--- config.mk ---
export PLATFORM = sky130hd
export DESIGN_NAME = piso_shift_tx
export DESIGN_NICKNAME = d
export VERILOG_FILES = /design/src/rtl/piso_shift_tx.sv
export SDC_FILE = /design/constraint.sdc
export NUM_CORES = 1
export LEC_CHECK = 0
export CORE_MARGIN = 3
export CORE_UTILIZATION = 55
export DETAILED_ROUTE_END_ITERATION = 16
export PLACE_DENSITY = 0.79
export SYNTH_ARGS = -nofsm -noshare
export SYNTH_HDL_FRONTEND = slang
export SYNTH_SLANG_ARGS = --single-unit
--- constraint.sdc ---
create_clock -name clk -period 2.75 [get_ports clk]
set_clock_uncertainty 0.1 [all_clocks]
set_input_delay 0.55 -clock clk [delete_from_list [all_inputs] [get_ports clk]]
set_output_delay 0.55 -clock clk [all_outputs]
set_load 0.02 [all_outputs]
--- src/rtl/piso_shift_tx.sv ---
// Parallel-in serial-out transmitter: captures a WIDTH-bit word and shifts it out one bit per
// enabled clock, then pulses done. Defining PISO_PARITY_EN appends an even-parity bit to each frame.
module piso_shift_tx #(
  parameter int unsigned WIDTH     = 8,
  parameter bit          MSB_FIRST = 1'b1
) (
  input  logic             clk,
  input  logic             rst_n,
  input  logic             clr,
  input  logic             en,
  input  logic [WIDTH-1:0] data_in,
  input  logic             load_valid,
  output logic             load_ready,
  output logic             sdo,
  output logic             sdo_valid,
  output logic             busy,
  output logic             done
);

`ifdef PISO_PARITY_EN
  localparam int unsigned FrameLen = WIDTH + 1;
`else
  localparam int unsigned FrameLen = WIDTH;
`endif
  localparam int unsigned CntW = $clog2(WIDTH + 2);
  localparam logic [CntW-1:0] FrameLenC = CntW'(FrameLen);

  typedef enum logic [1:0] {
    StIdle,
    StShift,
    StDone
  } state_e;

  state_e           state_q;
  logic [WIDTH-1:0] shreg_q;
  logic [CntW-1:0]  count_q;
  logic             sdo_q;
  logic             sdo_valid_q;
  logic             done_q;
`ifdef PISO_PARITY_EN
  logic             parity_q;
  localparam logic [CntW-1:0] ParityPos = CntW'(WIDTH);
`endif

  // The shift register always holds the not-yet-sent bits aligned to the output end.
  logic             first_bit;
  logic             next_bit;
  logic [WIDTH-1:0] load_rest;
  logic [WIDTH-1:0] shift_rest;

  assign first_bit  = MSB_FIRST ? data_in[WIDTH-1] : data_in[0];
  assign next_bit   = MSB_FIRST ? shreg_q[WIDTH-1] : shreg_q[0];
  assign load_rest  = MSB_FIRST ? (data_in << 1) : (data_in >> 1);
  assign shift_rest = MSB_FIRST ? (shreg_q << 1) : (shreg_q >> 1);

  always_ff @(posedge clk or negedge rst_n) begin
    if (!rst_n) begin
      state_q     <= StIdle;
      shreg_q     <= '0;
      count_q     <= '0;
      sdo_q       <= 1'b0;
      sdo_valid_q <= 1'b0;
      done_q      <= 1'b0;
`ifdef PISO_PARITY_EN
      parity_q    <= 1'b0;
`endif
    end else if (clr) begin
      state_q     <= StIdle;
      shreg_q     <= '0;
      count_q     <= '0;
      sdo_q       <= 1'b0;
      sdo_valid_q <= 1'b0;
      done_q      <= 1'b0;
`ifdef PISO_PARITY_EN
      parity_q    <= 1'b0;
`endif
    end else if (en) begin
      unique case (state_q)
        StIdle: begin
          done_q <= 1'b0;
          if (load_valid) begin
            shreg_q     <= load_rest;
            sdo_q       <= first_bit;
            sdo_valid_q <= 1'b1;
            count_q     <= CntW'(1);
            state_q     <= StShift;
`ifdef PISO_PARITY_EN
            parity_q    <= ^data_in;
`endif
          end
        end
        StShift: begin
          if (count_q != FrameLenC) begin
            count_q <= count_q + CntW'(1);
`ifdef PISO_PARITY_EN
            if (count_q == ParityPos) begin
              sdo_q <= parity_q;
            end else begin
              sdo_q   <= next_bit;
              shreg_q <= shift_rest;
            end
`else
            sdo_q   <= next_bit;
            shreg_q <= shift_rest;
`endif
          end else begin
            sdo_q       <= 1'b0;
            sdo_valid_q <= 1'b0;
            done_q      <= 1'b1;
            count_q     <= '0;
            state_q     <= StDone;
          end
        end
        StDone: begin
          done_q  <= 1'b0;
          state_q <= StIdle;
        end
        default: begin
          state_q <= StIdle;
        end
      endcase
    end
  end

  assign load_ready = (state_q == StIdle);
  assign busy       = (state_q == StShift) || (state_q == StDone);
  assign sdo        = sdo_q;
  assign sdo_valid  = sdo_valid_q;
  assign done       = done_q;

endmodule

==> flow_summary.json, run 1 <==
{
  "pin_count": 18,
  "grt_max_degree": 18,
  "maxCapViolations": 0,
  "max_freq_mhz": 412,
  "cts_sinks": 16,
  "vias_per_cell": 5.98,
  "netlist_area_sq_um": 1060,
  "fp-row-count": 15,
  "cts_buffers": 3,
  "synth_common_cells": "dfrtp_1, inv_1, a21oi_1, mux2_2, nor4_1",
  "synth_ff_type": "dfrtp_1",
  "cp-end-kind": "output pin",
  "drv_slew": 0,
  "dr.pass1.iters": 4,
  "dr_total_vias": 879,
  "worstSkewPairLatency_ns": 0.30,
  "synthArstFlopShare_pct": 100,
  "area_delta_synth_final_pct": 19.1,
  "cts_tree": "done",
  "outcome": "finished clean",
  "grt.total_usage_pct": 21.9,
  "drt-initial-drc-count": 19,
  "cts_buffer_depth": 2,
  "max_stage_delay_ns": 0.65,
  "die_w_um": 49.9,
  "path_max_fanout": 6,
  "hpwl_um": 1640,
  "syn_avg_cell_area_sq_um": 9.92,
  "start_util_pct": 59.5,
  "synth_top_area_cell": "dfrtp_1",
  "vdd_drop_max_mv": 0.339,
  "crit_chain": "inv_1 -> ha_1 -> clkdlybuf4s50_1",
  "crit_arrival_ns": 1.78,
  "tns_ns": 0,
  "leakage_nw": 0.523,
  "cp-start-kind": "flop",
  "clkSlewWorstSetupHoldPaths_ns": 0.10,
  "route.detailed.drc": 0,
  "synth.net_count": 126,
  "fin_crit_ns": 2.43,
  "synth_edf_count": 0,
  "cts_setup_buffers": 0,
  "syn_inst": 107,
  "p_per_area_nw_per_um2": 458,
  "final_util_pct": 70.9,
  "setup_violations": 0,
  "ys_seq_area_share_pct": 37.7,
  "cp.required_ns": 2.10,
  "finalNetCount": 142,
  "ys_seq_elements": 16,
  "drtAntennaViolNets": 0,
  "die-height_um": 49.9,
  "worst-setup-path-type": "reg2out",
  "port_buffers": 17,
  "ys_types": 30,
  "synth.most_common_cell": "dfrtp_1",
  "finalHoldViolCount": 0,
  "grt_overflow": 0,
  "rsz0062_at_grt": "false",
  "cts_root_buf": "clkbuf_4",
  "drive_gt1_share_pct": 18.0,
  "antenna_found_initial": 0,
  "cts-htree-levels": 1,
  "dpl_worst_slack_ns": 0.433,
  "finalCritPeriodShare_pct": 88.2,
  "diodes": 0,
  "slowest_stage": "clkdlybuf4s50_1",
  "wl_um": 2320,
  "die_area_sq_um": 2490,
  "synth.area.top_cells": "dfrtp_1, mux2_2, a211oi_2",
  "setup_slack_ns": 0.323,
  "synth_top_area_share_pct": 37.7,
  "post_cts_resized": 0,
  "grt_pass1_wl_um": 4240,
  "hold_class": "reg2reg",
  "fin_area_sq_um": 1260,
  "synth_warnings": 0,
  "fillCellCount": 139,
  "tightest_slew_ns": 0.759,
  "postCtsHoldBufs": 0,
  "grt_pass1_vias": 925,
  "place_congestion": 0.864,
  "core_sq_um": 1780,
  "post_dp_cell_area_sq_um": 1230,
  "slew_headroom_pct": 49.2,
  "drt-wirelength-per-cell_um": 15.8
}
where the power goes:
part           leakage, nW  internal (mW)  switching (mW)
registers            0.217          0.249         0.00890
logic                0.285         0.0735          0.0835
clock network       0.0210         0.0808          0.0828
layer usage:
| layer | wire [um] | global-route usage [%] |
|---|---|---|
| met1 | 1060 | 29.4 |
| met2 | 1080 | 34.6 |
| met3 | 139 | 4.83 |
| met4 | 31 | 7.37 |
| met5 | 0 | 0 |
placed cells by master, fill, tap and decap left out, types with 2 or more instances in the layout:
master	n
a211oi_1	2
a211oi_2	6
a21oi_1	7
a311oi_1	3
a31oi_1	2
and3b_1	2
and4b_1	2
buf_4	3
clkbuf_4	3
clkdlybuf4s50_1	17
dfrtp_1	16
ha_1	6
inv_1	10
inv_2	2
mux2_2	7
mux2i_1	2
nand2_1	2
nand2b_1	4
nand3_1	2
nand4_1	3
nor2_1	4
nor4_1	7
o21ai_1	2
o31ai_1	2
logic make-up (layout without fill, tap and decap cells):
logic type,count (synthesis),in the layout,share of synthesized area [%]
compound gates,25,25,18.7
fa+ha+maj,6,6,7.08
buf+inv,21,36,9.67
flops,16,16,37.7
mux,9,9,9.32
simple gates,30,30,17.5
sequential cells by signal (all words and copies together) (netlist names):
signal     cells
count_q        4
state_q        2
sdo            1
sdo_valid      1
shreg_q        7
done           1
metrics by stage:
step	total power [mW]	hold WS (ns)	instances
final	0.579	0.436	147
after global routing	0.607	0.446	147
after CTS	0.579	0.434	147
after detailed placement	0.419	0.420	143
after global placement	0.415	0.412	143
after floorplan	0.368	0.154	107
critical path: cells and delay by family, from the launching register on:
family | cells | cell delay (ns)
fa+ha+maj | 1 | 0.29
buf+inv | 2 | 0.76
flops | 1 | 0.42
path summary, 6_finish.rpt:
path	from	to	slack, ns	depth (start not counted)
worst max-delay path	state_q[1]$_DFFE_PN0P_	load_ready	0.32	3
worst min-delay path	shreg_q[6]$_DFFE_PN0P_	shreg_q[6]$_DFFE_PN0P_	0.44	2
worst max register to register	state_q[1]$_DFFE_PN0P_	shreg_q[4]$_DFFE_PN0P_	0.41	5
worst min register to register	shreg_q[6]$_DFFE_PN0P_	shreg_q[6]$_DFFE_PN0P_	0.44	2
max in group asynchronous	rst_n	shreg_q[6]$_DFFE_PN0P_	1.50	1
min in group asynchronous	rst_n	done$_DFFE_PN0P_	0.58	1
cell type report:
class                           count  area (sq um)  area share, %
Multi-Input combinational cell     70           558           44.2
Sequential cell                    16           400           31.7
Timing Repair Buffer               20           193           15.2
Inverter                           12          45.0           3.56
Clock buffer                        4          36.3           2.87
Tap cell                           25          31.3           2.48
Power figures use the tool's default switching activity.
==> run 2: changes to the inputs <==
--- a/config.mk
+++ b/config.mk
@@ -6,9 +6,10 @@
 export NUM_CORES = 1
 export LEC_CHECK = 0
 export CORE_MARGIN = 3
-export CORE_UTILIZATION = 55
+export CORE_UTILIZATION = 52
 export DETAILED_ROUTE_END_ITERATION = 16
-export PLACE_DENSITY = 0.79
+export PLACE_DENSITY = 0.75
+export SETUP_SLACK_MARGIN = 0.05
 export SYNTH_ARGS = -nofsm -noshare
 export SYNTH_HDL_FRONTEND = slang
 export SYNTH_SLANG_ARGS = --single-unit
==> constraint.sdc (replaced) <==
create_clock -name clk -period 2.7 [get_ports clk]
set_clock_uncertainty 0.1 [all_clocks]
set_input_delay 0.54 -clock clk [delete_from_list [all_inputs] [get_ports clk]]
set_output_delay 0.54 -clock clk [all_outputs]
set_load 0.02 [all_outputs]
==> run 2 against run 1 <==
  * Non-clock buffer count unchanged
  * Combinational power about the same
  * Total power down 5.3%
  * Die area up 5.1%
  * Sequential power up 2%
  * Register-to-register slack better by 0.16 ns
  * Cell count down 0.68%
  * First-iteration DRC count down 42%
  * Largest power group unchanged
  * Highest routed layer unchanged
==> flow_summary.json, run 2 (same netlist as run 1, synthesis figures left out) <==
{
  "grt.total_usage_pct": 20.2,
  "largest_register_ff_count": 7,
  "maxCapViolations": 0,
  "cts-htree-levels": 1,
  "regToRegEndpoint": "shreg_q[4]$_DFFE_PN0P_",
  "finalNetCount": 142,
  "min_path_cells": 2,
  "layout_commonest_cell": "clkdlybuf4s50_1",
  "cts_buffers": 3,
  "vdd_drop_max_mv": 0.231,
  "critPathTopFamily": "buffers and inverters",
  "seqCellArea_sq_um": 400,
  "cp-end-kind": "output pin",
  "slowest_stage": "clkdlybuf4s50_1",
  "setup_slack_ns": 0.301,
  "tightest_slew_ns": 0.771,
  "crit_chain": "inv_1 -> ha_1 -> clkdlybuf4s50_1",
  "drt-wirelength-per-cell_um": 15.7,
  "grt_overflow": 0,
  "finalCritPeriodShare_pct": 88.8,
  "leakage_nw": 0.516,
  "rsz0062_at_grt": "false",
  "worst-setup-path-type": "reg2out",
  "reg_top3": "shreg_q (7), count_q (4), state_q (2)",
  "wl_um": 2300,
  "die_w_um": 51.2,
  "r2r_cells": 5,
  "cts_buffer_depth": 2,
  "netSwitchingPower_uw": 168,
  "path_buf_inv": 2,
  "crit_end": "load_ready",
  "intPower_uw": 381,
  "hpwl_um": 1680,
  "power.clock.fraction_pct": 23.1,
  "cts_tree": "done",
  "max_freq_mhz": 417,
  "vias_per_cell": 6.04,
  "worstSkewPairLatency_ns": 0.28,
  "dr.pass1.iters": 4,
  "grt_pass1_vias": 831,
  "fin_crit_ns": 2.40,
  "dpl_worst_slack_ns": 0.417,
  "p_comb_share_pct": 28.9,
  "dr_total_vias": 882,
  "path_max_fanout": 6,
  "multi_input_area_sq_um": 558,
  "die-height_um": 51.2,
  "drv_slew": 0,
  "holdWs_ns": 0.435,
  "r2r_setup_slack_ns": 0.57,
  "cts_root_buf": "clkbuf_4",
  "clkSlewWorstSetupHoldPaths_ns": 0.09,
  "grt_pass1_wl_um": 3930,
  "cp-start-kind": "flop",
  "finalHoldViolCount": 0,
  "power_uw": 548,
  "swShare_pct": 30.6,
  "top_register": "shreg_q",
  "hold_class": "reg2reg",
  "worstSetupPathDepth": 3,
  "sequentialPowerShare_pct": 48.0,
  "fillCellCount": 146,
  "area_delta_synth_final_pct": 17.8,
  "pin_count": 18,
  "outcome": "finished clean",
  "drtAntennaViolNets": 0,
  "start_util_pct": 58.3,
  "grt_max_degree": 18,
  "drive_gt1_share_pct": 17.4,
  "r2r_start": "state_q[0]$_DFFE_PN0P_",
  "p_per_area_nw_per_um2": 439,
  "crit_arrival_ns": 1.76,
  "place_congestion": 0.853,
  "postCtsHoldBufs": 0,
  "max_stage_delay_ns": 0.66,
  "tns_ns": 0,
  "diodes": 0,
  "port_buffers": 17,
  "core_sq_um": 1820,
  "final_util_pct": 68.7,
  "drt-initial-drc-count": 11,
  "route.detailed.drc": 0,
  "cp.required_ns": 2.06,
  "cts_sinks": 16,
  "die_area_sq_um": 2620,
  "cts_setup_buffers": 0,
  "startpoint": "state_q[0]$_DFFE_PN0P_",
  "setup_violations": 0,
  "antenna_found_initial": 0,
  "layout_common_cells": "clkdlybuf4s50_1, dfrtp_1, inv_1",
  "slew_headroom_pct": 48.5,
  "post_cts_resized": 0,
  "fp-row-count": 15
}
run 2: cell count changes in the layout (fill, tap and decap cells not counted):
cell      before  now
clkbuf_8       1    0
run 2: stage by stage:
step                instances  area, sq um
floorplan                 107         1060
global placement          143         1230
detailed placement        143         1230
CTS                       146         1250
global route              146         1250
finish                    146         1250
run 2: metal layers:
metal | share of wire, % | wire, um | track usage (%) | vias to the layer above
met5 | 0 | 0 | 0 | -
met4 | 1.9 | 43 | 9.42 | 0
met3 | 5.9 | 135 | 3.21 | 4
met2 | 46 | 1060 | 30.9 | 30
met1 | 46 | 1060 | 27.7 | 425
li1 | - | - | - | 423
run 2: worst reg2reg max path, delay by kind of cell, from the launching register on:
kind                     cells  cell delay, ns
flip-flops                   1            0.41
buffers and inverters        1            0.11
AND/OR/NAND/NOR              1            0.40
adder cells (fa/ha/maj)      1            0.30
multiplexers                 1            0.55
AO/OA/AOI/OAI                1            0.12
run 2: cell type report:
type / count / area share, %
Clock buffer: 3 / 1.80
Multi-Input combinational cell: 70 / 44.6
Sequential cell: 16 / 32.0
Inverter: 12 / 3.60
Timing Repair Buffer: 20 / 15.4
Tap cell: 25 / 2.50
run 2: worst min path at each step:
stage | slack, ns | end | start
final | 0.43 | shreg_q[5]$_DFFE_PN0P_ | shreg_q[5]$_DFFE_PN0P_
after global routing | 0.46 | shreg_q[5]$_DFFE_PN0P_ | shreg_q[5]$_DFFE_PN0P_
after CTS | 0.44 | shreg_q[2]$_DFFE_PN0P_ | shreg_q[2]$_DFFE_PN0P_
after detailed placement | 0.42 | shreg_q[2]$_DFFE_PN0P_ | shreg_q[2]$_DFFE_PN0P_
after global placement | 0.41 | shreg_q[5]$_DFFE_PN0P_ | shreg_q[5]$_DFFE_PN0P_
after floorplan | 0.14 | count_q[0]$_DFFE_PN0P_ | rst_n
run 2: power by group through the flow:
stage | Clock [mW] | Combinational (mW) | Sequential [mW]
global route | 0.139 | 0.173 | 0.265
detailed placement | 0 | 0.158 | 0.268
global placement | 0 | 0.156 | 0.267
CTS | 0.130 | 0.159 | 0.263
finish | 0.127 | 0.159 | 0.263
floorplan | 0 | 0.106 | 0.269
==> RTL change: new RTL, settings of run 2 <==
Encoding of `state_e`: now one-hot (3 bits for 3 states).
--- a/src/rtl/piso_shift_tx.sv
+++ b/src/rtl/piso_shift_tx.sv
@@ -25,10 +25,10 @@
   localparam int unsigned CntW = $clog2(WIDTH + 2);
   localparam logic [CntW-1:0] FrameLenC = CntW'(FrameLen);
 
-  typedef enum logic [1:0] {
-    StIdle,
-    StShift,
-    StDone
+  typedef enum logic [2:0] {
+    StIdle  = 3'b001,
+    StShift = 3'b010,
+    StDone  = 3'b100
   } state_e;
 
   state_e           state_q;
Behaviour: no difference found for any inputs over 10 cycles, from zero or initial values and one cycle with rst_n low; not proved beyond that.
==> RTL change against run 2 <==
First-iteration DRC count rose to 3.0 times the old value; final area rose by 1.5%; setup slack worse by 20 ps; die area grew 3.2%; synthesized cell count decreased by 1.9%; non-clock buffer count decreased by 3; power shrank 0.51%; via count down 2.9%; sequential cell count increased by 1; count of clock-buffer cells in the layout up 1; area after synthesis up 3.7%; wire length shrank 3.2%; final cell count unchanged; critical path type unchanged; largest cell class unchanged; highest routed layer unchanged.
==> RTL change: results (changes against run 2) <==
reg2reg_slack_ps: 890  # +320 ps
drt_iter0_drc: 33  # +22
netlist-cell-type-count: 37  # +23%
r2r_cells: 4  # -1
synth_common_cells: "dfrtp_1 (16), a21oi_1 (11), nor2_1 (10), a211oi_2 (7), mux2i_1 (6)"
place_congestion: 0.8298  # -2.8%
grt.total_usage_pct: 20.64  # +0.48 points
synth_area_leaders: "dfrtp_1 (36%), a211oi_2 (8.0%), mux2i_1 (5.5%), a21oi_1 (5.0%), nor2_1 (3.4%)"
wl_per_cell_um: 15.23  # -3.2%
rr_startpoint: "state_q[0]"
placed_cell_area_mm2: 0.001242  # +1.2%
crit_path_max_incr_delay_ps: 680  # +20 ps
fillers: 169  # +16%
drive_above_1_share_pct: 16.81  # -0.55 points
reg_top3: "shreg_q x7, count_q x4, state_q x3"
outcome: "finished, final reports clean"
vias: 856  # -2.9%
cp.arrival_ps: 1780  # +20 ps
grt_pass1_vias: 869  # +4.6%
clkLatencyLatePin_ps: 300  # +20 ps
synth.yosys.seq_area_share_pct: 38.79  # +1.1 points
dp_hpwl_mm: 1.586  # -5.4%
timing.critical_path.slowest_stage_cell: "dfstp_2"
reg2reg_to: "shreg_q[7]"
worstHoldStart: "shreg_q[7]"
grt_pass1_wl_mm: 4.146  # +5.6%
-- RTL change: power by group --
part / internal (W) / switching [W]
clock: 0.0000576 / 0.0000847
sequential: 0.000269 / 0.0000142
combinational: 0.0000574 / 0.0000630
-- RTL change: cells by family (layout without fill, tap and decap cells) --
| group | after synthesis | in the layout | share of synthesized area, % |
|---|---|---|---|
| AOI/OAI and AO/OA | 37 | 37 | 27.19 |
| buffers and inverters | 11 | 25 | 6.939 |
| xor gates and xnor gates | 3 | 3 | 2.390 |
| DFF | 17 | 17 | 38.79 |
| adders and majority gates | 2 | 2 | 2.275 |
| muxes | 6 | 6 | 5.461 |
| and+or+nand+nor | 29 | 29 | 16.95 |
-- RTL change: area by class of cell --
class / count / area share [%]
inverter: 4 / 1.183
tap: 27 / 2.663
clock buffer: 4 / 2.071
multi-input combinational: 77 / 47.04
sequential: 17 / 33.63
timing repair buffer: 17 / 13.41
-- RTL change: how the worst max path moves through the flow --
stage / start / end
CTS: state_q[0] / load_ready
detailed placement: load_valid / shreg_q[7]
floorplan: state_q[0] / load_ready
global route: state_q[0] / load_ready
finish: state_q[0] / load_ready
global placement: load_valid / shreg_q[6]
-- RTL change: per-stage QoR --
stage / std cells / worst slack (ps) / util (%) / power [W] / hold slack, ps
2_1_floorplan: 105 / 1036 / - / 0.0003675 / 144.4
3_3_place_gp: 142 / 533.2 / 62.69 / 0.0004053 / 443.2
3_5_place_dp: 142 / 474.8 / 62.69 / 0.0004084 / 466.8
4_1_cts: 146 / 268.8 / 64.02 / 0.0005484 / 480.9
5_1_grt: 146 / 134.3 / 64.02 / 0.0005786 / 516.9
6_report: 146 / 281.1 / 64.02 / 0.0005454 / 477.9
-- RTL change: worst max-delay path: cells and delay by family (launching register included) --
family	cells	cell delay [ps]
flops	1	680
buf+inv	1	610
simple gates	2	190
-- RTL change: routing by layer --
layer	vias to the layer above	routed length (um)	GRT usage [%]
met1	413	1023	28.96
met5	-	0	0
met2	29	1044	31.38
li1	409	-	-
met4	0	37	7.860
met3	5	119	3.725
